File: src/rtl/serial_deserializer_pkg.sv
// Shared types and constants for the serial deserializer and its capture register.
package serial_deserializer_pkg;

  localparam int DEFAULT_WIDTH = 4;

  typedef enum logic {
    ST_IDLE  = 1'b0,
    ST_SHIFT = 1'b1
  } state_e;

  // Same bit-order meaning as the transmitting shift register's DIR input
  localparam logic DIR_MSB_FIRST = 1'b0;
  localparam logic DIR_LSB_FIRST = 1'b1;

endpackage

File: src/rtl/serial_deserializer_if.sv
// Serial-in / parallel-out bundle between a stream source/consumer and the deserializer.
interface serial_deserializer_if
  import serial_deserializer_pkg::*;
#(
  parameter int WIDTH = DEFAULT_WIDTH
) ();

  logic             ENB;
  logic             START;
  logic             DIR;
  logic             S_IN;
  logic             ACK;
  logic [WIDTH-1:0] Q;
  logic             VALID;
  logic             BUSY;
  logic             OVERRUN;

  modport master (
    output ENB, START, DIR, S_IN, ACK,
    input  Q, VALID, BUSY, OVERRUN
  );

  modport slave (
    input  ENB, START, DIR, S_IN, ACK,
    output Q, VALID, BUSY, OVERRUN
  );

endinterface

File: src/rtl/serial_deserializer_capture_reg.sv
// WIDTH-bit capture shift register; exposes the post-shift word so the last
// bit can be forwarded to the output stage on the same edge it is sampled.
module serial_capture_reg
  import serial_deserializer_pkg::*;
#(
  parameter int WIDTH = DEFAULT_WIDTH
) (
  input  logic             clk,
  input  logic             clr,
  input  logic             en,
  input  logic             dir,
  input  logic             din,
  output logic [WIDTH-1:0] word_next_s
);

  logic [WIDTH-1:0] shreg_r;

  // Next shift-register value for the latched bit order
  always_comb begin
    word_next_s = shreg_r;
    if (dir == DIR_MSB_FIRST) begin
      word_next_s = {shreg_r[WIDTH-2:0], din};
    end else begin
      word_next_s = {din, shreg_r[WIDTH-1:1]};
    end
  end

  // Shift register storage
  always_ff @(posedge clk) begin
    if (clr) begin
      shreg_r <= {WIDTH{1'b0}};
    end else if (en) begin
      shreg_r <= word_next_s;
    end else begin
      shreg_r <= shreg_r;
    end
  end

endmodule

File: src/rtl/serial_deserializer.sv
// Framed serial-to-parallel receiver: FSM, bit counter and a VALID/ACK output
// stage with a sticky overrun flag.
module serial_deserializer
  import serial_deserializer_pkg::*;
#(
  parameter  int WIDTH = DEFAULT_WIDTH,
  localparam int CW    = $clog2(WIDTH)
) (
  input logic                 clk,
  input logic                 RST,
  serial_deserializer_if.slave bus
);

  localparam logic [CW-1:0] CNT_LAST = CW'(WIDTH - 1);

  state_e           state_r;
  state_e           state_s;
  logic [CW-1:0]    cnt_r;
  logic             dir_r;
  logic [WIDTH-1:0] q_r;
  logic             valid_r;
  logic             overrun_r;
  logic             start_acc_s;
  logic             capture_s;
  logic             done_s;
  logic [WIDTH-1:0] word_next_s;

  // Next-state and per-cycle strobes
  always_comb begin
    state_s     = state_r;
    start_acc_s = 1'b0;
    capture_s   = 1'b0;
    done_s      = 1'b0;
    case (state_r)
      ST_IDLE: begin
        if (bus.ENB && bus.START) begin
          state_s     = ST_SHIFT;
          start_acc_s = 1'b1;
        end else begin
          state_s = ST_IDLE;
        end
      end
      ST_SHIFT: begin
        if (bus.ENB) begin
          capture_s = 1'b1;
          if (cnt_r == CNT_LAST) begin
            done_s  = 1'b1;
            state_s = ST_IDLE;
          end else begin
            state_s = ST_SHIFT;
          end
        end else begin
          state_s = ST_SHIFT;
        end
      end
      default: begin
        state_s = ST_IDLE;
      end
    endcase
  end

  // State register
  always_ff @(posedge clk) begin
    if (RST) begin
      state_r <= ST_IDLE;
    end else begin
      state_r <= state_s;
    end
  end

  // Bit counter and bit order latched at frame start
  always_ff @(posedge clk) begin
    if (RST) begin
      cnt_r <= {CW{1'b0}};
      dir_r <= DIR_MSB_FIRST;
    end else if (start_acc_s) begin
      cnt_r <= {CW{1'b0}};
      dir_r <= bus.DIR;
    end else if (done_s) begin
      cnt_r <= {CW{1'b0}};
    end else if (capture_s) begin
      cnt_r <= cnt_r + CW'(1);
    end else begin
      cnt_r <= cnt_r;
    end
  end

  serial_capture_reg #(
    .WIDTH(WIDTH)
  ) u_capture (
    .clk         (clk),
    .clr         (RST | start_acc_s),
    .en          (capture_s),
    .dir         (dir_r),
    .din         (bus.S_IN),
    .word_next_s (word_next_s)
  );

  // Output handshake: a completing word replaces Q only if Q is free or being acked
  always_ff @(posedge clk) begin
    if (RST) begin
      q_r       <= {WIDTH{1'b0}};
      valid_r   <= 1'b0;
      overrun_r <= 1'b0;
    end else if (done_s) begin
      if (!valid_r || bus.ACK) begin
        q_r     <= word_next_s;
        valid_r <= 1'b1;
      end else begin
        overrun_r <= 1'b1;
      end
    end else if (valid_r && bus.ACK) begin
      valid_r <= 1'b0;
    end else begin
      valid_r <= valid_r;
    end
  end

  assign bus.Q       = q_r;
  assign bus.VALID   = valid_r;
  assign bus.BUSY    = (state_r == ST_SHIFT);
  assign bus.OVERRUN = overrun_r;

endmodule

File: src/flat_wrapper.sv
// flat-port wrapper written by rule: the top's interface ports become plain ports
module serial_deserializer_flat import serial_deserializer_pkg::*;
#(
  parameter  int WIDTH = DEFAULT_WIDTH,
  localparam int CW    = $clog2(WIDTH)
)
  (clk, RST, bus_ENB, bus_START, bus_DIR, bus_S_IN, bus_ACK, bus_Q, bus_VALID, bus_BUSY, bus_OVERRUN);
  serial_deserializer_if #(.WIDTH(WIDTH)) bus_i ();
  input logic clk;
  input logic RST;
  input wire logic [$bits(bus_i.ENB)-1:0] bus_ENB;
  input wire logic [$bits(bus_i.START)-1:0] bus_START;
  input wire logic [$bits(bus_i.DIR)-1:0] bus_DIR;
  input wire logic [$bits(bus_i.S_IN)-1:0] bus_S_IN;
  input wire logic [$bits(bus_i.ACK)-1:0] bus_ACK;
  output wire logic [$bits(bus_i.Q)-1:0] bus_Q;
  output wire logic [$bits(bus_i.VALID)-1:0] bus_VALID;
  output wire logic [$bits(bus_i.BUSY)-1:0] bus_BUSY;
  output wire logic [$bits(bus_i.OVERRUN)-1:0] bus_OVERRUN;
  assign bus_i.ENB = bus_ENB;
  assign bus_i.START = bus_START;
  assign bus_i.DIR = bus_DIR;
  assign bus_i.S_IN = bus_S_IN;
  assign bus_i.ACK = bus_ACK;
  assign bus_Q = bus_i.Q;
  assign bus_VALID = bus_i.VALID;
  assign bus_BUSY = bus_i.BUSY;
  assign bus_OVERRUN = bus_i.OVERRUN;
  serial_deserializer #(.WIDTH(WIDTH)) u_core (.clk(clk), .RST(RST), .bus(bus_i));
endmodule
File: config.mk
export PLATFORM = sky130hd
export DESIGN_NAME = serial_deserializer_flat
export DESIGN_NICKNAME = d
export VERILOG_FILES = /design/src/rtl/serial_deserializer_pkg.sv /design/src/rtl/serial_deserializer_if.sv /design/src/rtl/serial_deserializer_capture_reg.sv /design/src/rtl/serial_deserializer.sv /design/src/flat_wrapper.sv
export SDC_FILE = /design/constraint.sdc
export NUM_CORES = 1
export LEC_CHECK = 0
export CAP_MARGIN = 20
export CORE_UTILIZATION = 40
export DETAILED_ROUTE_END_ITERATION = 6
export PLACE_DENSITY = 0.67
export SLEW_MARGIN = 0
export SYNTH_ARGS = -nofsm -noshare
export SYNTH_HDL_FRONTEND = slang
export SYNTH_SLANG_ARGS = --single-unit
export TNS_END_PERCENT = 100
File: constraint.sdc
create_clock -name clk -period 3.8 [get_ports clk]
set_clock_uncertainty 0.15 [all_clocks]
set_input_delay 1.14 -clock clk [delete_from_list [all_inputs] [get_ports clk]]
set_output_delay 1.14 -clock clk [all_outputs]
set_load 0.01 [all_outputs]
==> reports/results.ini <==
[clock_network]
h-tree-depth=1
tritoncts=built
clock_latency_ns=0.27
cts_hold_buf=0
root_buffer=clkbuf_4
numCtsBuffers=3
post_cts_resized=0
cts_num_sinks=14
post-cts-setup-buffers=0
cts.clk_slew.worst_paths_ns=0.08
clock_path_buffers=2

[setup_path]
r2r_end=u_core.bus.Q[2]
cp_data_arrival_time_ns=1.23
crit_buf_inv=1
crit_fanout=5
critPathMaxStageDelay_ns=0.57
worstPathCellList=clkdlybuf4s50_1
startpoint_type=flip-flop
cp.required_ns=2.51
r2r_setup_slack_ns=2.26
critPathCaptureType=output pin
cp_top_family=buffers and inverters
crit_type=reg -> out
crit_slowest_cell=clkdlybuf4s50_1
startpoint=u_core.bus.BUSY
critPathCapture=bus_BUSY
rr_worst_depth=4
worstReg2RegStart=u_core.cnt_r[0]
worst-path-stages=1

[route]
wl_met1_um=553
vias=462
dr_wl_met2_um=426
via_per_inst=5.077
firstDrtPassIters=2
drtIter0Drc=1
drc=0
maxUsedRoutingLayer=met4
met3WireLength_um=32
wl_per_cell_um=11.25
routed_wl_um=1024
ant_nets=0

[timing]
rsz0062_at_grt=no
fin_tns_setup_ns=0
fmax_mhz=397.0
slew-limit-headroom_pct=66.57
slew_viol_final=0
hold_viol=0
period_minus_slack_ns=2.519
setup_viol=0
worst_pin_slew_ns=0.5004
fin_crit_sh_pct=66.29

[synthesis]
yosysMostFrequentCell=dfxtp_1
ys_top_cells_by_area=dfxtp_1, mux2i_1, a21oi_1
syn_nets=71
synth_top_cell_by_area=dfxtp_1
synthTopCellsByCount=dfxtp_1, nor2_1, a21oi_1
yosysWarnings=0
netlist_area_um2=580.6
synth_top_cell_area_share_pct=48.28
synth_seq_cells=14
synth_cells=63
yosysSeqAreaShare_pct=48.28
synth_edf_count=0
synth_cell_type_count=18
syn_area_per_cell_um2=9.215
ys_async_sr_fraction_pct=0
synthFlopType=dfxtp_1

[status]
outcome=complete, no violations

[placed_design]
io_buffers=13
placed_cells=87
place.gp.congestion=0.6863
dp_hpwl_um=751.4

[floorplan]
core_region_area_um2=1318
fp.dieW_um=40.10
boundaryPins=14
start_util_pct=44.06
die_h_um=40.10
die-area_um2=1608
fp-row-count=13

[worst_hold_path]
worstHoldPathType=reg -> reg
worst_hold_path.num_cells=2

[finish]
nets=85
n_fill_cell=128
drive_above_1_share_pct=6.579
final_cells=91
syn2layout_area_growth_pct=28.45
diodes=0

[power]
leakage_nw=0.2499
ir_worst_vdd_mv=0.2274
power_density_nw_per_um2=376.7

[global_routing]
gr-total-overflow=0
first_global_vias=371
grt_max_degree=14
grt_first_pass_wirelength_um=1593
grt.total_usage_pct=15.43
antenna_found_initial=0

[flow_run]
maxCapViolCount=0

[cells by family after synthesis]
logic type                 after synthesis  share of synthesized area [%]
and+or+nand+nor                         22                          20.04
muxes                                    6                          10.35
AOI/OAI and AO/OA                       16                          15.73
adders and majority gates                1                          2.155
DFF                                     14                          48.28
buffers and inverters                    4                          3.448
[area by class of cell]
| cell class | instances | area, µm² | share of cell area, % |
|---|---|---|---|
| Sequential cell | 14 | 280.3 | 37.58 |
| Tap cell | 15 | 18.77 | 2.517 |
| Clock buffer | 4 | 36.28 | 4.866 |
| Multi-Input combinational cell | 45 | 280.3 | 37.58 |
| Timing Repair Buffer | 13 | 130.1 | 17.45 |
[flip-flops by register name, summed over array words and instances, names as in the netlist]
register                  flops
u_core.bus.BUSY               1
u_core.bus.OVERRUN            1
u_core.bus.Q                  4
u_core.bus.VALID              1
u_core.cnt_r                  2
u_core.dir_r                  1
u_core.u_capture.shreg_r      4
[layer usage]
metal | global-route usage (%) | vias to the layer above
li1 | - | 251
met4 | 12.93 | 0
met1 | 21.77 | 200
met3 | 3.333 | 2
met5 | 0 | -
met2 | 19.35 | 9
[worst min path at each step]
stage                             startpoint                  to
after floorplan              u_core.cnt_r[1]     u_core.cnt_r[1]
after global placement       u_core.bus.Q[2]     u_core.bus.Q[2]
after detailed placement  u_core.bus.OVERRUN  u_core.bus.OVERRUN
after CTS                    u_core.cnt_r[1]     u_core.cnt_r[1]
after global routing         u_core.bus.Q[1]     u_core.bus.Q[1]
final                        u_core.cnt_r[1]     u_core.cnt_r[1]
[per-stage QoR]
stage          total power, W  util (%)  setup slack [ns]  instance area [µm²]  hold WS (ns)
2_1_floorplan       0.0001696         -             1.817                580.6        0.2991
3_3_place_gp        0.0001793     53.85             1.200                709.4        0.3097
3_5_place_dp        0.0001798     53.85             1.170                709.4        0.3110
4_1_cts             0.0002841     56.60             1.277                745.7        0.3288
5_1_grt             0.0002923     56.60             1.242                745.7        0.3548
6_report            0.0002809     56.60             1.281                745.7        0.3252
[layout by cell type, fill, tap and decap left out]
cell type	synthesis	layout
dfxtp_1	14	14
clkdlybuf4s50_1	0	13
nor2_1	9	9
a21oi_1	7	7
mux2i_1	6	6
or3_1	4	4
o21ai_0	4	4
a211oi_1	4	4
clkbuf_4	0	3
nand2b_1	2	2
nand3b_1	2	2
nand2_1	2	2
and2_1	1	1
nor2b_1	1	1
nand3_2	1	1
a31oi_1	1	1
ha_1	1	1
clkbuf_8	0	1
[power breakdown]
part,switching [W],leakage [nW],total [W],internal (W)
combinational,0.0000105,0.116,0.0000229,0.0000124
sequential,0.00000338,0.113,0.000153,0.000150
clock,0.0000464,0.0210,0.000105,0.0000582
total,0.0000602,0.250,0.000281,0.000221
Power figures use the tool's default switching activity.
